File: src/rtl/neocore_pkg.sv
// rtl/neocore_pkg.sv - shared types and constants for the memory port arbiter
package neocore_pkg;

  typedef enum logic [1:0] {
    ARB_IDLE    = 2'd0,
    ARB_BUSY_IF = 2'd1,
    ARB_BUSY_DM = 2'd2
  } arb_state_e;

  localparam logic [1:0] MEM_SIZE_WORD = 2'd2;

endpackage

File: src/rtl/mem_port_arbiter.sv
// rtl/mem_port_arbiter.sv - shares one memory port between fetch (IF) and data (DM)
//
// Purpose: one outstanding memory transaction at a time. DM wins by default;
// after STARVE_MAX consecutive DM grants with IF waiting, IF is forced to win.
// Optional watchdog compiled in with `define MEM_ARB_TIMEOUT_EN.
//
// Ports:
//   clk, rst                    clock, synchronous active-high reset
//   if_req/if_addr              fetch request (held until if_gnt)
//   if_gnt/if_rvalid/if_rdata   fetch accept, response pulse and data
//   dm_req/dm_we/dm_size/
//   dm_addr/dm_wdata            data request payload (held until dm_gnt)
//   dm_gnt/dm_rvalid/dm_rdata   data accept, response pulse and data
//   mem_req/mem_we/mem_size/
//   mem_addr/mem_wdata          request to memory, driven from the winner
//   mem_ready                   memory accepts mem_req this cycle
//   mem_rvalid/mem_rdata        response for the outstanding request
//   arb_err                     sticky watchdog timeout flag
module mem_port_arbiter
  import neocore_pkg::*;
#(
  parameter int ADDR_W         = 32,
  parameter int DATA_W         = 64,
  parameter int STARVE_MAX     = 4,
  parameter int TIMEOUT_CYCLES = 256
) (
  input  logic              clk,
  input  logic              rst,
  input  logic              if_req,
  input  logic [ADDR_W-1:0] if_addr,
  output logic              if_gnt,
  output logic              if_rvalid,
  output logic [DATA_W-1:0] if_rdata,
  input  logic              dm_req,
  input  logic              dm_we,
  input  logic [1:0]        dm_size,
  input  logic [ADDR_W-1:0] dm_addr,
  input  logic [DATA_W-1:0] dm_wdata,
  output logic              dm_gnt,
  output logic              dm_rvalid,
  output logic [DATA_W-1:0] dm_rdata,
  output logic              mem_req,
  output logic              mem_we,
  output logic [1:0]        mem_size,
  output logic [ADDR_W-1:0] mem_addr,
  output logic [DATA_W-1:0] mem_wdata,
  input  logic              mem_ready,
  input  logic              mem_rvalid,
  input  logic [DATA_W-1:0] mem_rdata,
  output logic              arb_err
);

  localparam int SW = $clog2(STARVE_MAX + 1);
  localparam logic [SW-1:0] STARVE_LIM = SW'(STARVE_MAX);

  arb_state_e        state_q, state_d;
  logic [SW-1:0]     starve_cnt;
  logic              dm_wins;
  logic              if_wins;
  logic              resp_done;
  logic [DATA_W-1:0] resp_data;

`ifdef MEM_ARB_TIMEOUT_EN
  localparam int WW = $clog2(TIMEOUT_CYCLES + 1);
  localparam logic [WW-1:0] WD_LIM = WW'(TIMEOUT_CYCLES);

  logic [WW-1:0] wd_cnt;
  logic          arb_err_q;
  logic          timeout;

  assign timeout = (state_q != ARB_IDLE) && (wd_cnt == WD_LIM);
  assign arb_err = arb_err_q;

  // Count held at 0 while idle, so every BUSY period starts from zero.
  always_ff @(posedge clk) begin
    if (rst) begin
      wd_cnt    <= '0;
      arb_err_q <= 1'b0;
    end else if (state_q == ARB_IDLE) begin
      wd_cnt <= '0;
    end else if (mem_rvalid) begin
      wd_cnt <= '0;
    end else if (timeout) begin
      wd_cnt    <= '0;
      arb_err_q <= 1'b1;
    end else begin
      wd_cnt <= wd_cnt + 1'b1;
    end
  end
`else
  assign arb_err = 1'b0;
`endif

  always_comb begin
    // A real response beats a coincident timeout; a timeout returns zero data.
    resp_done = mem_rvalid;
    resp_data = mem_rdata;
`ifdef MEM_ARB_TIMEOUT_EN
    if (timeout && !mem_rvalid) begin
      resp_done = 1'b1;
      resp_data = '0;
    end
`endif
  end

  assign dm_wins = dm_req && !(if_req && (starve_cnt == STARVE_LIM));
  assign if_wins = if_req && !dm_wins;

  always_ff @(posedge clk) begin
    if (rst) state_q <= ARB_IDLE;
    else     state_q <= state_d;
  end

  // Outputs are gated by rst so the reset cycle shows all-zero outputs and
  // a response arriving during reset is dropped.
  always_comb begin
    state_d   = state_q;
    if_gnt    = 1'b0;
    if_rvalid = 1'b0;
    if_rdata  = '0;
    dm_gnt    = 1'b0;
    dm_rvalid = 1'b0;
    dm_rdata  = '0;
    mem_req   = 1'b0;
    mem_we    = 1'b0;
    mem_size  = 2'd0;
    mem_addr  = '0;
    mem_wdata = '0;
    case (state_q)
      ARB_IDLE: begin
        if (!rst && dm_wins) begin
          mem_req   = 1'b1;
          mem_we    = dm_we;
          mem_size  = dm_size;
          mem_addr  = dm_addr;
          mem_wdata = dm_wdata;
          dm_gnt    = mem_ready;
          if (mem_ready) state_d = ARB_BUSY_DM;
        end else if (!rst && if_wins) begin
          mem_req  = 1'b1;
          mem_size = MEM_SIZE_WORD;
          mem_addr = if_addr;
          if_gnt   = mem_ready;
          if (mem_ready) state_d = ARB_BUSY_IF;
        end
      end
      ARB_BUSY_IF: begin
        if (!rst && resp_done) begin
          if_rvalid = 1'b1;
          if_rdata  = resp_data;
          state_d   = ARB_IDLE;
        end
      end
      ARB_BUSY_DM: begin
        if (!rst && resp_done) begin
          dm_rvalid = 1'b1;
          dm_rdata  = resp_data;
          state_d   = ARB_IDLE;
        end
      end
      default: state_d = ARB_IDLE;
    endcase
  end

  // Counts consecutive DM grants that left IF waiting.
  always_ff @(posedge clk) begin
    if (rst) begin
      starve_cnt <= '0;
    end else if (if_gnt) begin
      starve_cnt <= '0;
    end else if (dm_gnt && if_req) begin
      if (starve_cnt != STARVE_LIM) starve_cnt <= starve_cnt + 1'b1;
    end else if (state_q == ARB_IDLE && !if_req) begin
      starve_cnt <= '0;
    end
  end

endmodule

File: config.mk
export PLATFORM = sky130hd
export DESIGN_NAME = mem_port_arbiter
export DESIGN_NICKNAME = d
export VERILOG_FILES = /design/src/rtl/neocore_pkg.sv /design/src/rtl/mem_port_arbiter.sv
export SDC_FILE = /design/constraint.sdc
export NUM_CORES = 1
export LEC_CHECK = 0
export BUFFER_PORTS_ARGS = -buffer_cell sky130_fd_sc_hd__buf_2
export CAP_MARGIN = 0
export CORE_AREA = 2 2 168 170
export CTS_BUF_LIST = sky130_fd_sc_hd__clkbuf_16
export CTS_CLUSTER_DIAMETER = 60
export DETAILED_ROUTE_END_ITERATION = 8
export DIE_AREA = 0 0 170 172
export GPL_TIMING_DRIVEN = 0
export PLACE_DENSITY = 0.32
export RECOVER_POWER = 50
export SLEW_MARGIN = 10
export SYNTH_ARGS = -nofsm -noshare
export SYNTH_HDL_FRONTEND = slang
export SYNTH_SLANG_ARGS = --single-unit
File: constraint.sdc
create_clock -name clk -period 1.8 [get_ports clk]
set_input_delay 0.18 -clock clk [delete_from_list [all_inputs] [get_ports clk]]
set_output_delay 0.18 -clock clk [all_outputs]
set_load 0.01 [all_outputs]
==> After elaboration in Yosys (flattened, before gate mapping) <==
Index checks and enable logic that the tools add are counted.
{ "totals": {"register_bits": 5, "mem_count": 0, "mem_bits_rw": 0, "latchBits": 0, "rom_bits": 0, "word_cells": 63} }
{ "op_classes": {"reduce_logical": 18, "n_eq_ne": 9, "shifts": 0, "div": 0, "mul": 0, "n_addsub": 1, "magnitude_cmp": 0, "bitwise_logic": 0, "n_mux": 33} }
{ "op_table": {"columns": ["operator", "n"], "rows": [
  ["two-way mux 64 bit", 5],
  ["two-way mux 32 bit", 3],
  ["two-way mux 2 bit", 8],
  ["two-way mux 1 bit", 13],
  ["!= test 3 bit (second input constant)", 4],
  ["two-way mux 3 bit", 3],
  ["logical AND 1 bit", 8],
  ["zero test 1 bit", 4],
  ["!= test 2 x 1 -> 1 bit (second input constant)", 2],
  ["case mux 2 bit (2 select lines)", 1],
  ["AND reduction 4 bit", 1],
  ["OR reduction 2 bit", 2],
  ["adder 3 x 1 -> 3 bit (second input constant)", 1],
  ["equality test 3 bit (second input constant)", 1],
  ["equality test 2 x 1 -> 1 bit (second input constant)", 1],
  ["equality test 2 bit (second input constant)", 1],
  ["zero test 2 bit", 1],
  ["AND reduction 2 bit", 1],
  ["nonzero test 2 bit", 1]
]} }

==> Depth between registers and ports, before layout <==
Gate-level depths: netlist of the first run.
{ "logic_depth": {"ltp_word": 11, "mapped_depth": 8, "mapped_depth_nobuf": 5} }

==> Least setup slack after synthesis of the first run <==
No wires, ideal clock.
{ "synth_path": {"path_type": "register -> output", "from": "reg state_q[1]", "to": "out dm_gnt", "path_stages_with_launch": 9, "arrival_time_ns": 1.532, "setup_slack_ns": 0.088, "t_required_ns": 1.620, "path_buffers": 3, "cell_sequence": "dfxtp_1 -> inv_1 -> ha_1 -> and2b_4 -> and3_1 -> buf_6 -> buf_8 -> buf_6 -> and2_1"} }
{ "synth_via": {"elab_chain_cells": 2} }
{ "synth_lines": {"columns": ["element", "line_no", "rtl"], "rows": [
  ["start, declared", "mem_port_arbiter.sv:56", "arb_state_e state_q, state_d;"],
  ["start signal, assigned", "mem_port_arbiter.sv:111", "else state_q <= state_d;"],
  ["zero test 2 bit", "mem_port_arbiter.sv:129", "case (state_q)"],
  ["two-way mux 1 bit", "mem_port_arbiter.sv:129", null],
  ["end, declared", "mem_port_arbiter.sv:39", "output logic dm_gnt,"]
]} }
Every way passes these cells.

==> Worst setup path after layout of the first run <==
{ "layout_path": {"from": "reg state_q[1]", "to": "out mem_addr[22]"} }
{ "layout_via": {"elab_chain_cells": 2} }
{ "layout_lines": {"columns": ["element", "line_no", "rtl"], "rows": [
  ["zero test 2 bit", "mem_port_arbiter.sv:129", null],
  ["two-way mux 32 bit", "mem_port_arbiter.sv:129", null],
  ["end, declared", "mem_port_arbiter.sv:45", "output logic [ADDR_W-1:0] mem_addr,"]
]} }
Every way passes these cells.

==> flow_metrics.py, run 1 <==
metrics = {
    "worst_hold_path": {
        "hp-class": "in2reg",
    },
    "yosys": {
        "ys_seq_area_frac": 0.0469,
        "syn_area_um2": 2140,
        "netlist_instances": 313,
        "synth-seq-cells": 5,
        "ys_top_cells_by_count": "and2_1 (197), a22o_1 (32), clkbuf_1 (12)",
        "synth.top_cell.area_share": 0.577,
        "async_flop_share": 0,
        "synth_area_leaders": "and2_1 (58%), a22o_1 (13%), dfxtp_1 (4.7%), buf_6 (3.2%), ha_1 (2.9%)",
        "syn_nets": 519,
        "synth_edf_count": 0,
        "syn_avg_cell_area_um2": 6.82,
        "synth_cell_types": 34,
        "yosysMostFrequentCell": "and2_1",
        "yosysWarnings": 0,
        "yosysTopAreaCell": "and2_1",
        "synthFlopType": "dfxtp_1",
    },
    "detailed_routing": {
        "vias": 4089,
        "drc": 0,
        "wl_per_cell_um": 17.9,
        "routed_wl_mm": 20.3,
        "ant_nets": 0,
        "drtIter0Drc": 101,
        "drtPass1Iterations": 4,
        "via_per_inst": 3.61,
    },
    "setup_path": {
        "required_ns": 1.62,
        "critPathKind": "reg2out",
        "crit_start": "state_q[1]$_SDFFE_PP0P_",
        "cp_max_fo": 10,
        "regToRegSetupSlack_ns": 0.21,
        "critPathCaptureType": "output pin",
        "crit_path_end": "mem_addr[22]",
        "cp.arrival_ns": 1.83,
        "r2r_end": "state_q[1]$_SDFFE_PP0P_",
        "rr_startpoint": "state_q[1]$_SDFFE_PP0P_",
        "r2r_cells": 5,
        "cp-start-kind": "register",
    },
    "grt": {
        "grt_pass1_vias": 3995,
        "grt_pass1_wl_mm": 25.7,
        "antenna_found_initial": 6,
        "grt_usage": 0.120,
        "grt_max_degree": 11,
        "grt-ovfl-total": 0,
    },
    "cts": {
        "clock_latency_ns": 0.22,
        "cts_buffers": 3,
        "cts.clk_slew.worst_paths_ns": 0.03,
        "cts_max_path_buffers": 2,
        "ctsHoldBuffers": 0,
        "cts_root_buf": "clkbuf_16",
        "cts.sinks": 5,
        "htree_levels": 1,
        "cts_tree": "done",
    },
    "die": {
        "die_h_um": 172,
        "initial_core_util": 0.0777,
        "core_area_um2": 27500,
        "num_rows": 61,
        "die-area_um2": 29200,
        "ios": 434,
        "die_w_um": 170,
    },
    "placement": {
        "place_area_um2": 4730,
        "dp_cells": 1091,
        "pre_cts_slack_ns": -0.415,
        "dp_hpwl_mm": 16.2,
        "gp_congestion": 0.742,
        "portBuffers": 432,
    },
    "timing": {
        "min_period_ns": 2.01,
        "hold_violations": 0,
        "fmax_mhz": 497,
        "skew_ns": 0.00149,
        "drv_slew": 0,
        "setup_violations": 180,
        "fin_crit_sh": 1.12,
        "rsz0062_at_grt": "yes",
        "postLayoutSetupSlackWorst_ns": -0.210,
    },
    "power_and_ir_drop": {
        "switching_share": 0.356,
        "p_total_mw": 1.66,
        "p_int_mw": 1.07,
        "p_seq_frac": 0.073,
        "leakagePower_nw": 3.63,
        "peakVddDrop_uv": 208,
        "p_clk_frac": 0.212,
        "power_density_nw_per_um2": 256,
        "power_switching_mw": 0.592,
        "combinationalPowerShare": 0.716,
    },
    "cells_and_area": {
        "drive_gt1_frac": 0.777,
        "final_util": 0.237,
        "area_growth_pct": 205,
        "fin_area_um2": 6510,
        "fin_cells": 1132,
        "layout.nets": 990,
    },
    "status": {
        "status": "finished with violations",
        "failed_checks": "negative setup slack",
    },
    "flow_run": {
        "cap_violations": 0,
    },
}
==> power groups by stage <==
stage          registers [mW]  clock network, mW  logic (mW)
6_report                0.121              0.352        1.19
2_1_floorplan           0.120                  0       0.375
4_1_cts                 0.120              0.359        1.14
3_3_place_gp            0.122                  0       0.890
5_1_grt                 0.121              0.371        1.28
3_5_place_dp            0.121                  0       0.882
==> state kept, by name, summed over array words and instances (netlist names) <==
register,count
state_q,2
starve_cnt,3
==> worst min-delay path by stage <==
stage	cells past startpoint	endpoint	slack, ns	from
2_1_floorplan	2	state_q[1]$_SDFFE_PP0P_	0.35	dm_req
3_3_place_gp	2	starve_cnt[0]$_SDFFE_PP0P_	0.50	starve_cnt[0]$_SDFFE_PP0P_
3_5_place_dp	2	starve_cnt[1]$_SDFFE_PP0P_	0.49	starve_cnt[1]$_SDFFE_PP0P_
4_1_cts	3	starve_cnt[0]$_SDFFE_PP0P_	0.36	rst
5_1_grt	3	starve_cnt[1]$_SDFFE_PP0P_	0.37	rst
6_report	3	starve_cnt[1]$_SDFFE_PP0P_	0.35	rst
==> final cells by class <==
| type | count | area [um2] |
|---|---|---|
| inverter | 8 | 30.0 |
| sequential | 5 | 105 |
| clock buffer | 3 | 75.1 |
| tap | 346 | 433 |
| timing repair buffer | 466 | 3210 |
| buffer | 31 | 541 |
| multi-input combinational | 269 | 2100 |
| clock inverter | 1 | 3.75 |
| fill | 3091 | 21000 |
| antenna | 3 | 7.51 |
==> cell usage in the layout, fill, tap and decap left out, types with 2 or more instances in the layout <==
master | netlist | layout
buf_2 | 1 | 330
dfxtp_2 | 0 | 4
and3_4 | 0 | 3
ha_4 | 0 | 4
buf_6 | 6 | 111
nand4_1 | 3 | 3
and2_1 | 197 | 108
inv_1 | 8 | 5
o21ai_0 | 2 | 2
and2_4 | 0 | 89
buf_8 | 1 | 16
o21a_1 | 2 | 2
diode_2 | 0 | 3
nor2b_1 | 4 | 4
clkbuf_16 | 0 | 17
inv_2 | 0 | 4
buf_12 | 0 | 2
a22o_1 | 32 | 32
clkbuf_8 | 0 | 3
a21oi_1 | 3 | 3
nand2_1 | 2 | 2
buf_4 | 3 | 19
==> routing by layer <==
layer  vias up  wire (um)  global-route usage
met5         -         39                   0
met4         6         21             0.00557
met3        10       1920              0.0385
met2       241      10800               0.239
met1      1864       7490               0.129
li1       1968          -                   -
==> critical path, cell delays in order, from the launching register on <==
cell     delay (ns)
dfxtp_2        0.33
inv_2          0.06
ha_4           0.15
and2b_4        0.17
and3_4         0.21
buf_12         0.15
buf_8          0.14
a22o_1         0.24
buf_2          0.15
==> metrics by stage <==
| stage | TNS (ns) | hold WS [ns] |
|---|---|---|
| floorplan | 0 | 0.355 |
| global placement | -36.68 | 0.495 |
| detailed placement | -33.19 | 0.492 |
| finish | -15.53 | 0.354 |
| global route | -25.89 | 0.370 |
| CTS | -18.75 | 0.355 |
==> what timing repair did <==
| action | CTS | global route |
|---|---|---|
| hold endpoints to repair | 0 | 0 |
| cloned | 15 | 1 |
| pin swaps | 77 | 24 |
| setup buffers | 17 | 3 |
| resized for setup | 252 | 83 |
| setup endpoints to repair | 212 | 225 |
==> logic make-up after synthesis <==
| group | synth area share |
|---|---|
| AOI/OAI and AO/OA | 0.187 |
| adders and majority gates | 0.0293 |
| buffers and inverters | 0.105 |
| DFF | 0.0469 |
| other | 0.00176 |
| and+or+nand+nor | 0.630 |
(Power assumes the default switching activity.)
==> run 2, diff against run 1 <==
PLACE_DENSITY = unset   (was 0.32)
PLACE_DENSITY_LB_ADDON = 0.2   (was unset)
==> run 2 against run 1 <==
Net effect: the flow still finishes with violations (negative setup slack); sequential power hardly changed; worst setup slack worse by 0.0063 ns; utilization is 1.5 points higher; die area stayed put; count of clock-buffer cells in the layout stayed put; final area rose by 6.2%; global-route usage fell by 0.68 points; wire length down 3.2%; clock power rose by 1%; register-to-register slack got worse by 0.17 ns; critical path type unchanged; largest power group unchanged.
==> flow_metrics.py, run 2 (synthesis gave the netlist of run 1 again) <==
metrics = {
    "cells_and_area": {
        "regMostFlops": "starve_cnt",
        "fillers": 3019,
        "area_growth_pct": 224,
        "layout.nets": 1005,
        "fin_cells": 1144,
        "antenna_cells": 0,
        "layout_common_cells": "buf_2 (319), buf_6 (129), and2_4 (113)",
        "drive_gt1_frac": 0.808,
        "fin_area_um2": 6920,
        "mostFrequentLayoutCell": "buf_2",
        "largest_reg_flops": 3,
        "reg_top3": "starve_cnt: 3 flops, state_q: 2 flops",
    },
    "placement": {
        "portBuffers": 432,
        "dp_hpwl_mm": 15.2,
        "gp_congestion": 0.750,
        "dp_cells": 1091,
        "place_area_um2": 4730,
        "pre_cts_slack_ns": -0.428,
    },
    "setup_path": {
        "crit_cells": 9,
        "cp_max_fo": 6,
        "cp_slowest_cell": "dfxtp_2",
        "crit_chain": "inv_2 -> ha_4 -> and2b_4 -> buf_6 -> and3b_1 -> buf_6 -> buf_8 -> a22o_1 -> buf_2",
        "crit_family": "buffers and inverters",
        "crit_path_frequent_cell": "buf_6",
        "cp.arrival_ns": 1.84,
        "critPathCaptureType": "output pin",
        "r2r_cells": 7,
        "cp_num_buf_inv": 5,
        "cp-start-kind": "register",
        "critPathKind": "reg2out",
        "crit_path_max_incr_delay_ns": 0.32,
        "required_ns": 1.62,
    },
    "power_and_ir_drop": {
        "switching_share": 0.340,
        "peakVddDrop_uv": 175,
        "p_int_mw": 1.17,
        "power_density_nw_per_um2": 256,
        "p_seq_frac": 0.068,
        "leakagePower_nw": 3.81,
        "p_total_mw": 1.77,
        "combinationalPowerShare": 0.731,
        "power_switching_mw": 0.604,
        "p_clk_frac": 0.201,
    },
    "die": {
        "initial_core_util": 0.0777,
        "die_h_um": 172,
        "die_w_um": 170,
        "ios": 434,
        "num_rows": 61,
        "core_area_um2": 27500,
        "die-area_um2": 29200,
    },
    "flow_run": {
        "cap_violations": 0,
    },
    "grt": {
        "grt-ovfl-total": 0,
        "grt_pass1_vias": 3929,
        "grt_usage": 0.113,
        "grt_pass1_wl_mm": 24.4,
        "grt_max_degree": 11,
        "antenna_found_initial": 2,
    },
    "detailed_routing": {
        "drc": 0,
        "drtIter0Drc": 109,
        "wl_per_cell_um": 17.2,
        "via_per_inst": 3.62,
        "routed_wl_mm": 19.7,
        "vias": 4141,
        "ant_nets": 0,
        "drtPass1Iterations": 4,
    },
    "cts": {
        "cts_buffers": 3,
        "cts.clk_slew.worst_paths_ns": 0.03,
        "ctsHoldBuffers": 0,
        "cts_max_path_buffers": 2,
        "cts_root_buf": "clkbuf_16",
        "cts_tree": "done",
        "clock_latency_ns": 0.23,
        "htree_levels": 1,
        "cts.sinks": 5,
    },
    "worst_hold_path": {
        "hp-class": "in2reg",
        "hold_path_depth": 3,
    },
    "timing": {
        "hold_violations": 0,
        "fin_crit_sh": 1.12,
        "fmax_mhz": 496,
        "postLayoutSetupSlackWorst_ns": -0.216,
        "drv_slew": 0,
        "min_period_ns": 2.02,
        "setup_violations": 191,
        "skew_ns": 0.00313,
        "rsz0062_at_grt": "yes",
    },
    "status": {
        "failed_checks": "negative setup slack",
        "status": "finished with violations",
    },
}
[run 2: cell count changes in the layout (fill, tap and decap cells not counted), sizes merged]
cell    before  now
buf        479  492
diode        3    0
clkbuf      21   23
[run 2: worst register-to-register path, stage by stage (launching register included)]
cell and delay, ns:
dfxtp_2 0.32, inv_2 0.06, ha_4 0.16, buf_4 0.12, clkbuf_1 0.18, inv_1 0.20, o32ai_1 0.12, a2111oi_1 0.46
[run 2: layout make-up]
class,count,area [um2],share of cell area
Timing Repair Buffer,484,3610,0.522
Clock inverter,1,3.75,0.000543
Multi-Input combinational cell,269,2140,0.310
Buffer,28,514,0.0744
Clock buffer,3,75.1,0.0109
Inverter,8,30.0,0.00434
Sequential cell,5,104,0.0150
Tap cell,346,433,0.0626
[run 2: per-layer routing]
metal / track usage / vias to the layer above / routed length [um]
met5: 0 / - / 7
met1: 0.130 / 1902 / 7590
met4: 0.00557 / 2 / 108
met2: 0.227 / 231 / 10600
li1: - / 1996 / -
met3: 0.0197 / 10 / 1350
[run 2: power groups by stage]
stage	clock network, mW	registers [mW]	logic [mW]
final	0.357	0.120	1.30
after detailed placement	0	0.121	0.865
after global placement	0	0.122	0.869
after floorplan	0	0.120	0.375
after global routing	0.377	0.121	1.39
after CTS	0.364	0.120	1.21
[run 2: worst paths after layout]
| kind | from | endpoint | slack, ns |
|---|---|---|---|
| worst min register to register | starve_cnt[1]$_SDFFE_PP0P_ | starve_cnt[1]$_SDFFE_PP0P_ | 0.50 |
| worst max register to register | state_q[0]$_SDFFE_PP0P_ | state_q[1]$_SDFFE_PP0P_ | 0.04 |
| worst min-delay path | dm_req | state_q[1]$_SDFFE_PP0P_ | 0.34 |
| worst max-delay path | state_q[0]$_SDFFE_PP0P_ | mem_addr[14] | -0.22 |
[run 2: timing repair]
item	4_1_cts	5_1_grt
setup buffers	15	15
gates cloned	20	6
resized for setup	264	139
pin swaps	59	21
endpoints found under the setup margin	220	224
[run 2: metrics by stage]
| stage | hold WS [ns] | util | setup TNS [ns] |
|---|---|---|---|
| after detailed placement | 0.492 | 0.172 | -38.98 |
| after global routing | 0.377 | 0.252 | -31.56 |
| after global placement | 0.493 | 0.172 | -38.66 |
| final | 0.341 | 0.252 | -17.37 |
| after floorplan | 0.355 | - | 0 |
| after CTS | 0.354 | 0.228 | -19.32 |
